<file path="src/rtl/alu_cmd_sequencer_pkg.sv">
// Shared types and defaults for the ALU command sequencer.
// Holds the state encoding plus the default command bytes and widths.
package alu_seq_pkg;

    localparam int DATA_W_DEF  = 8;
    localparam int FUN_W_DEF   = 4;
    localparam int TIMEOUT_DEF = 15;

    localparam logic [7:0] CMD_OPR_DEF  = 8'hCC;
    localparam logic [7:0] CMD_NOPR_DEF = 8'hDD;

    typedef enum logic [2:0] {
        IDLE,
        GET_A,
        GET_B,
        GET_FUN,
        ALU_RUN,
        ALU_WAIT,
        TX_SEND
    } seq_state_e;

endpackage

</file>
<file path="src/rtl/alu_cmd_sequencer_if.sv">
// Bundles the RX byte path, the ALU control/result path and the TX byte path.
// master = sequencer side, slave = the RX/ALU/TX environment around it.
interface alu_cmd_sequencer_if
    import alu_seq_pkg::*;
#(
    parameter int DATA_WIDTH = DATA_W_DEF,
    parameter int FUN_WIDTH  = FUN_W_DEF
);
    logic [DATA_WIDTH-1:0] RX_D;
    logic                  RX_D_VLD;
    logic [DATA_WIDTH-1:0] ALU_OUT;
    logic                  ALU_OUT_VLD;
    logic                  TX_READY;
    logic [DATA_WIDTH-1:0] ALU_A;
    logic [DATA_WIDTH-1:0] ALU_B;
    logic [FUN_WIDTH-1:0]  ALU_FUN;
    logic                  ALU_EN;
    logic [DATA_WIDTH-1:0] TX_D;
    logic                  TX_D_VLD;
    logic                  BUSY;
    logic                  CMD_ERR;

    modport master (
        input  RX_D, RX_D_VLD, ALU_OUT, ALU_OUT_VLD, TX_READY,
        output ALU_A, ALU_B, ALU_FUN, ALU_EN, TX_D, TX_D_VLD, BUSY, CMD_ERR
    );

    modport slave (
        output RX_D, RX_D_VLD, ALU_OUT, ALU_OUT_VLD, TX_READY,
        input  ALU_A, ALU_B, ALU_FUN, ALU_EN, TX_D, TX_D_VLD, BUSY, CMD_ERR
    );

endinterface

</file>
<file path="src/rtl/alu_cmd_sequencer.sv">
// Parses CC/DD command frames from the RX byte stream, fires the shared ALU once
// and returns its result on TX; every output comes straight from a flop.
module alu_cmd_sequencer
    import alu_seq_pkg::*;
#(
    parameter int                    DATA_WIDTH  = DATA_W_DEF,
    parameter int                    FUN_WIDTH   = FUN_W_DEF,
    parameter int                    TIMEOUT_CYC = TIMEOUT_DEF,
    parameter logic [DATA_WIDTH-1:0] CMD_OPR     = CMD_OPR_DEF,
    parameter logic [DATA_WIDTH-1:0] CMD_NOPR    = CMD_NOPR_DEF
) (
    input logic                 CLK,
    input logic                 RST,
    alu_cmd_sequencer_if.master bus
);

    localparam int               CNT_W   = $clog2(TIMEOUT_CYC + 1);
    localparam logic [CNT_W-1:0] CNT_MAX = CNT_W'(TIMEOUT_CYC);

    seq_state_e            state_q, state_nxt;
    logic [DATA_WIDTH-1:0] a_q, a_nxt;
    logic [DATA_WIDTH-1:0] b_q, b_nxt;
    logic [FUN_WIDTH-1:0]  fun_q, fun_nxt;
    logic                  en_q, en_nxt;
    logic [DATA_WIDTH-1:0] txd_q, txd_nxt;
    logic                  txv_q, txv_nxt;
    logic                  busy_q, busy_nxt;
    logic                  err_q, err_nxt;
    logic [CNT_W-1:0]      cnt_q, cnt_nxt;

    always_ff @(posedge CLK) begin
        if (!RST) begin
            state_q <= IDLE;
            a_q     <= '0;
            b_q     <= '0;
            fun_q   <= '0;
            en_q    <= 1'b0;
            txd_q   <= '0;
            txv_q   <= 1'b0;
            busy_q  <= 1'b0;
            err_q   <= 1'b0;
            cnt_q   <= '0;
        end else begin
            state_q <= state_nxt;
            a_q     <= a_nxt;
            b_q     <= b_nxt;
            fun_q   <= fun_nxt;
            en_q    <= en_nxt;
            txd_q   <= txd_nxt;
            txv_q   <= txv_nxt;
            busy_q  <= busy_nxt;
            err_q   <= err_nxt;
            cnt_q   <= cnt_nxt;
        end
    end

    always_comb begin
        state_nxt = state_q;
        a_nxt     = a_q;
        b_nxt     = b_q;
        fun_nxt   = fun_q;
        en_nxt    = 1'b0;
        txd_nxt   = txd_q;
        txv_nxt   = txv_q;
        err_nxt   = 1'b0;
        cnt_nxt   = cnt_q;

        case (state_q)
            IDLE: begin
                if (bus.RX_D_VLD) begin
                    if (bus.RX_D == CMD_OPR)       state_nxt = GET_A;
                    else if (bus.RX_D == CMD_NOPR) state_nxt = GET_FUN;
                    else                           err_nxt   = 1'b1;
                end
            end
            GET_A: begin
                if (bus.RX_D_VLD) begin
                    a_nxt     = bus.RX_D;
                    state_nxt = GET_B;
                end
            end
            GET_B: begin
                if (bus.RX_D_VLD) begin
                    b_nxt     = bus.RX_D;
                    state_nxt = GET_FUN;
                end
            end
            GET_FUN: begin
                if (bus.RX_D_VLD) begin
                    // A function byte with high bits set is malformed; operands already loaded stay put
                    if (|bus.RX_D[DATA_WIDTH-1:FUN_WIDTH]) begin
                        err_nxt   = 1'b1;
                        state_nxt = IDLE;
                    end else begin
                        fun_nxt   = bus.RX_D[FUN_WIDTH-1:0];
                        en_nxt    = 1'b1;
                        state_nxt = ALU_RUN;
                    end
                end
            end
            ALU_RUN: begin
                cnt_nxt   = '0;
                state_nxt = ALU_WAIT;
            end
            ALU_WAIT: begin
                if (cnt_q != CNT_MAX) cnt_nxt = cnt_q + 1'b1;
                // Result is checked first so a valid on the expiry cycle still wins
                if (bus.ALU_OUT_VLD) begin
                    txd_nxt   = bus.ALU_OUT;
                    txv_nxt   = 1'b1;
                    state_nxt = TX_SEND;
                end else if (cnt_q == CNT_MAX - 1'b1) begin
                    err_nxt   = 1'b1;
                    state_nxt = IDLE;
                end
            end
            TX_SEND: begin
                if (bus.TX_READY) begin
                    txv_nxt   = 1'b0;
                    state_nxt = IDLE;
                end
            end
            default: state_nxt = IDLE;
        endcase

        busy_nxt = (state_nxt != IDLE);
    end

    assign bus.ALU_A    = a_q;
    assign bus.ALU_B    = b_q;
    assign bus.ALU_FUN  = fun_q;
    assign bus.ALU_EN   = en_q;
    assign bus.TX_D     = txd_q;
    assign bus.TX_D_VLD = txv_q;
    assign bus.BUSY     = busy_q;
    assign bus.CMD_ERR  = err_q;

endmodule
</file>
<file path="src/flat_wrapper.sv">
// flat-port wrapper written by rule: the top's interface ports become plain ports
module alu_cmd_sequencer_flat import alu_seq_pkg::*;
#(
    parameter int                    DATA_WIDTH  = DATA_W_DEF,
    parameter int                    FUN_WIDTH   = FUN_W_DEF,
    parameter int                    TIMEOUT_CYC = TIMEOUT_DEF,
    parameter logic [DATA_WIDTH-1:0] CMD_OPR     = CMD_OPR_DEF,
    parameter logic [DATA_WIDTH-1:0] CMD_NOPR    = CMD_NOPR_DEF
)
  (CLK, RST, bus_RX_D, bus_RX_D_VLD, bus_ALU_OUT, bus_ALU_OUT_VLD, bus_TX_READY, bus_ALU_A, bus_ALU_B, bus_ALU_FUN, bus_ALU_EN, bus_TX_D, bus_TX_D_VLD, bus_BUSY, bus_CMD_ERR);
  alu_cmd_sequencer_if #(.DATA_WIDTH(DATA_WIDTH), .FUN_WIDTH(FUN_WIDTH)) bus_i ();
  input logic CLK;
  input logic RST;
  input wire logic [$bits(bus_i.RX_D)-1:0] bus_RX_D;
  input wire logic [$bits(bus_i.RX_D_VLD)-1:0] bus_RX_D_VLD;
  input wire logic [$bits(bus_i.ALU_OUT)-1:0] bus_ALU_OUT;
  input wire logic [$bits(bus_i.ALU_OUT_VLD)-1:0] bus_ALU_OUT_VLD;
  input wire logic [$bits(bus_i.TX_READY)-1:0] bus_TX_READY;
  output wire logic [$bits(bus_i.ALU_A)-1:0] bus_ALU_A;
  output wire logic [$bits(bus_i.ALU_B)-1:0] bus_ALU_B;
  output wire logic [$bits(bus_i.ALU_FUN)-1:0] bus_ALU_FUN;
  output wire logic [$bits(bus_i.ALU_EN)-1:0] bus_ALU_EN;
  output wire logic [$bits(bus_i.TX_D)-1:0] bus_TX_D;
  output wire logic [$bits(bus_i.TX_D_VLD)-1:0] bus_TX_D_VLD;
  output wire logic [$bits(bus_i.BUSY)-1:0] bus_BUSY;
  output wire logic [$bits(bus_i.CMD_ERR)-1:0] bus_CMD_ERR;
  assign bus_i.RX_D = bus_RX_D;
  assign bus_i.RX_D_VLD = bus_RX_D_VLD;
  assign bus_i.ALU_OUT = bus_ALU_OUT;
  assign bus_i.ALU_OUT_VLD = bus_ALU_OUT_VLD;
  assign bus_i.TX_READY = bus_TX_READY;
  assign bus_ALU_A = bus_i.ALU_A;
  assign bus_ALU_B = bus_i.ALU_B;
  assign bus_ALU_FUN = bus_i.ALU_FUN;
  assign bus_ALU_EN = bus_i.ALU_EN;
  assign bus_TX_D = bus_i.TX_D;
  assign bus_TX_D_VLD = bus_i.TX_D_VLD;
  assign bus_BUSY = bus_i.BUSY;
  assign bus_CMD_ERR = bus_i.CMD_ERR;
  alu_cmd_sequencer #(.DATA_WIDTH(DATA_WIDTH), .FUN_WIDTH(FUN_WIDTH), .TIMEOUT_CYC(TIMEOUT_CYC), .CMD_OPR(CMD_OPR), .CMD_NOPR(CMD_NOPR)) u_core (.CLK(CLK), .RST(RST), .bus(bus_i));
endmodule
</file>
<file path="config.mk">
export PLATFORM = sky130hd
export DESIGN_NAME = alu_cmd_sequencer_flat
export DESIGN_NICKNAME = d
export VERILOG_FILES = /design/src/rtl/alu_cmd_sequencer_pkg.sv /design/src/rtl/alu_cmd_sequencer_if.sv /design/src/rtl/alu_cmd_sequencer.sv /design/src/flat_wrapper.sv
export SDC_FILE = /design/constraint.sdc
export NUM_CORES = 1
export LEC_CHECK = 0
export CAP_MARGIN = 20
export CELL_PAD_IN_SITES_DETAIL_PLACEMENT = 1
export CELL_PAD_IN_SITES_GLOBAL_PLACEMENT = 1
export CORE_MARGIN = 2
export CORE_UTILIZATION = 32
export DETAILED_ROUTE_END_ITERATION = 7
export GPL_TIMING_DRIVEN = 0
export PLACE_DENSITY_LB_ADDON = 0.12
export SETUP_SLACK_MARGIN = 0.1
export SLEW_MARGIN = 20
export SYNTH_ARGS = -nofsm -noshare
export SYNTH_HDL_FRONTEND = slang
export SYNTH_SLANG_ARGS = --single-unit
</file>
<file path="constraint.sdc">
create_clock -name CLK -period 2.04 [get_ports CLK]
set_clock_uncertainty 0.2 [all_clocks]
set_input_delay 0.306 -clock CLK [delete_from_list [all_inputs] [get_ports CLK]]
set_output_delay 0.306 -clock CLK [all_outputs]
set_load 0.1 [all_outputs]
</file>
==> flow_summary.rst <==
.. list-table::
   :header-rows: 1

   * - Metric
     - Value
   * - Path type of the worst min-delay path
     - input port to flop
   * - Sort of element at the end of the critical path
     - flop
   * - Drc violations
     - 0
   * - Via/cell ratio
     - 4.75
   * - Ranking of synthesized cells by area
     - dfxtp_1 48%, nand2_1 9.7%, a21oi_1 8.6%, nor2_1 5.1%, mux2i_1 4.9%
   * - Cell area after synthesis
     - 1620 sq um
   * - Flip-flop and latch count after synthesis
     - 39
   * - VDD IR max
     - 0.000347 V
   * - Maximum frequency from static timing analysis
     - 547 MHz
   * - Wire length of the first global-routing pass
     - 7220 microns
   * - Filler cells
     - 609
   * - Unrepaired setup endpoints after global routing
     - false
   * - Cells along the critical path
     - clkdlybuf4s50_1 > nor4bb_4 > nand4_1 > nor3_2 > a21oi_1 > a31oi_1
   * - Clock tree from TritonCTS
     - yes
   * - Initial Util
     - 33.7%
   * - Sequential share of power
     - 53.2%
   * - CTS H-tree lvls
     - 2
   * - Share of cells above drive strength 1
     - 20.6%
   * - Routability-driven placement congestion ratio
     - 0.785
   * - Share of power burned in the clock network
     - 39.5%
   * - Final Setup Violations
     - 0
   * - Total number of placement rows
     - 25
   * - Worst slew margin
     - 62.2%
   * - Most common library cells after synthesis
     - 42 x nand2_1, 39 x dfxtp_1, 28 x a21oi_1
   * - CP Data Arrival Time
     - 1830 ps
   * - Clock transition at the registers of the reported paths
     - 70 ps
   * - Worst stage delay on the critical path
     - 520 ps
   * - Post-Route WL
     - 4540 microns
   * - Total vias in the final route
     - 1,538
   * - Vias in the first global route
     - 1,515
   * - Internal power
     - 1.12 mW
   * - Fraction of the cycle the final worst path needs
     - 89.6%
   * - Setup Crit Path Kind
     - input port to flop
   * - CTS buffer count
     - 5
   * - Warnings from Yosys
     - 0
   * - Number of sinks handled by clock tree synthesis
     - 39
   * - Largest net degree at the start of global routing
     - 12
   * - Post-synth EDFFs
     - 0
   * - Remaining number of nets flagged by the antenna check after routing
     - 0
   * - Library cell occupying the most area in the post-synthesis netlist
     - dfxtp_1
   * - Area share of the leading cell type in the synthesized netlist
     - 48.1%
   * - Critical Path RT
     - 2050 ps
   * - CP max FO
     - 4
   * - Transition time at the pin with the least slew margin
     - 565 ps
   * - Aggregate global routing overflow
     - 0
   * - Power density cells
     - 601 nW/um^2
   * - Switching share of total power
     - 22.1%
   * - Share of async-settable or async-resettable flops after synthesis
     - 0%
   * - Average instance area after synthesis
     - 8.28 sq um
   * - Final cell count without fillers
     - 324
   * - Router iterations before antenna repair
     - 4
   * - Cell with the most instances after synthesis
     - nand2_1
   * - Number of placed cells counting well taps
     - 315
   * - Fin crit period
     - 1830 ps
   * - Antenna fix cells
     - 0
   * - Wire length per cell after detailed routing
     - 14.0 microns
   * - Count of maximum capacitance violations
     - 0
   * - Combinational Power Share
     - 7.3%
   * - Initial antenna violation count
     - 0
   * - Die height
     - 75.2 microns
   * - Final Hold Slack
     - 164 ps
   * - Run status
     - completed
   * - Floorplan die area
     - 5660 sq um
   * - Port Buf Inserts
     - 52
   * - Drt initial violations
     - 46
   * - Core outline area
     - 4820 sq um
   * - Worst-skew pair later-pin latency
     - 290 ps
   * - Number of ports placed on the die boundary
     - 53
   * - Detailed placement HPWL
     - 3360 microns
   * - Primary flip-flop cell chosen by synthesis mapping
     - dfxtp_1
   * - Total power after layout
     - 1.43 mW
   * - Leak pwr
     - 0.881 nW
   * - Final Max Tran Viols
     - 0
   * - Number of hold violations in the final report
     - 0
   * - Share of the yosys chip area belonging to registers
     - 48.1%
   * - Chip width
     - 75.2 microns
   * - Cell at the root of the clock tree
     - clkbuf_8
   * - Net count after synthesis
     - 219
   * - Count of nets after finishing
     - 279
   * - Switch Pwr
     - 0.317 mW
   * - Overall global routing resource usage
     - 17.1%
   * - Number of unique standard cell types used by synthesis
     - 37
   * - Crit start category
     - input port
   * - Largest buffer count on any clock path
     - 2
   * - Relative area change from synthesis to final layout
     - 47.0%
   * - Cell at the slowest stage of the critical path
     - clkdlybuf4s50_1
   * - Post-synthesis instance total
     - 196
metrics by stage:
| step | setup slack, ps | utilization (%) | instance area [sq um] | TNS, ps |
|---|---|---|---|---|
| after global routing | 96.0 | 49.5 | 2390 | 0 |
| after global placement | -282 | 46.2 | 2230 | -1790 |
| after detailed placement | -283 | 46.2 | 2230 | -1910 |
| after CTS | 102 | 49.1 | 2370 | 0 |
| final | 211 | 49.5 | 2390 | 0 |
| after floorplan | 450 | - | 1620 | 0 |
cell families (layout without fill, tap and decap cells):
family | after synthesis | in the layout | synth area share (%)
AOI/OAI and AO/OA | 40 | 40 | 13.9
xor gates and xnor gates | 3 | 3 | 1.62
adders and majority gates | 2 | 2 | 1.54
buffers and inverters | 12 | 73 | 3.24
DFF | 39 | 39 | 48.1
muxes | 8 | 8 | 4.93
and+or+nand+nor | 92 | 92 | 26.7
cell usage in the layout (no fill, tap or decap), drive strengths merged, types with 3 or more instances in the layout:
cell type	count
clkdlybuf4s50	15
buf	5
a21oi	28
dlymetal6s2s	3
inv	4
clkdlybuf4s15	29
nand4	3
dfxtp	39
o21ai	5
nor2	25
nor3	3
clkbuf	15
nand3	6
mux2i	8
nand2	44
worst paths after layout:
path / startpoint / cells after the start / slack (ps) / end
worst min register to register: u_core.bus.TX_D[6] / 2 / 260 / u_core.bus.TX_D[6]
worst min-delay path: bus_RX_D[3] / 3 / 160 / u_core.bus.ALU_B[3]
worst max-delay path: bus_RX_D[1] / 6 / 210 / u_core.bus.BUSY
worst max register to register: u_core.state_q[2] / 6 / 250 / u_core.bus.ALU_A[0]
metal layers:
layer / up-vias / global-route usage [%] / wire [microns]
li1: 786 / - / -
met1: 702 / 21.1 / 2090
met2: 43 / 28.4 / 2080
met3: 7 / 4.95 / 304
met4: 0 / 6.43 / 66
met5: - / 0 / 0
area by class of cell:
class	count	area (sq um)	share of cell area, %
sequential	39	781	32.7
tap	67	83.8	3.51
inverter	4	15.0	0.629
buffer	8	37.5	1.57
clock buffer	8	100	4.20
multi-input combinational	145	815	34.1
timing repair buffer	53	554	23.2
power groups by stage:
stage | registers (mW) | logic (mW) | clock network [mW]
6_report | 0.763 | 0.105 | 0.566
5_1_grt | 0.763 | 0.113 | 0.624
4_1_cts | 0.763 | 0.105 | 0.591
3_5_place_dp | 0.781 | 0.105 | 0
3_3_place_gp | 0.781 | 0.105 | 0
2_1_floorplan | 0.794 | 0.0269 | 0
sequential cells by signal, summed over array words and instances (netlist names):
name,flops
u_core.bus.ALU_A,8
u_core.bus.CMD_ERR,1
u_core.bus.ALU_EN,1
u_core.bus.TX_D,8
u_core.bus.BUSY,1
u_core.cnt_q,4
u_core.bus.TX_D_VLD,1
u_core.bus.ALU_FUN,4
u_core.bus.ALU_B,8
u_core.state_q,3
worst max-delay path: cells and delay by family:
| kind | cells | cell delay, ps |
|---|---|---|
| AO/OA/AOI/OAI | 2 | 330 |
| AND/OR/NAND/NOR | 3 | 680 |
| buffers and inverters | 1 | 520 |
timing repair:
item / CTS / global route
hold endpoints to repair: 0 / 0
setup endpoints to repair: 34 / 7
setup buffers: 0 / 1
hold buffers: 0 / 0
resized for setup: 96 / 9
cloned: 0 / 0
pin swaps: 1 / 2
Note: power is estimated with default switching activity, not from simulation.
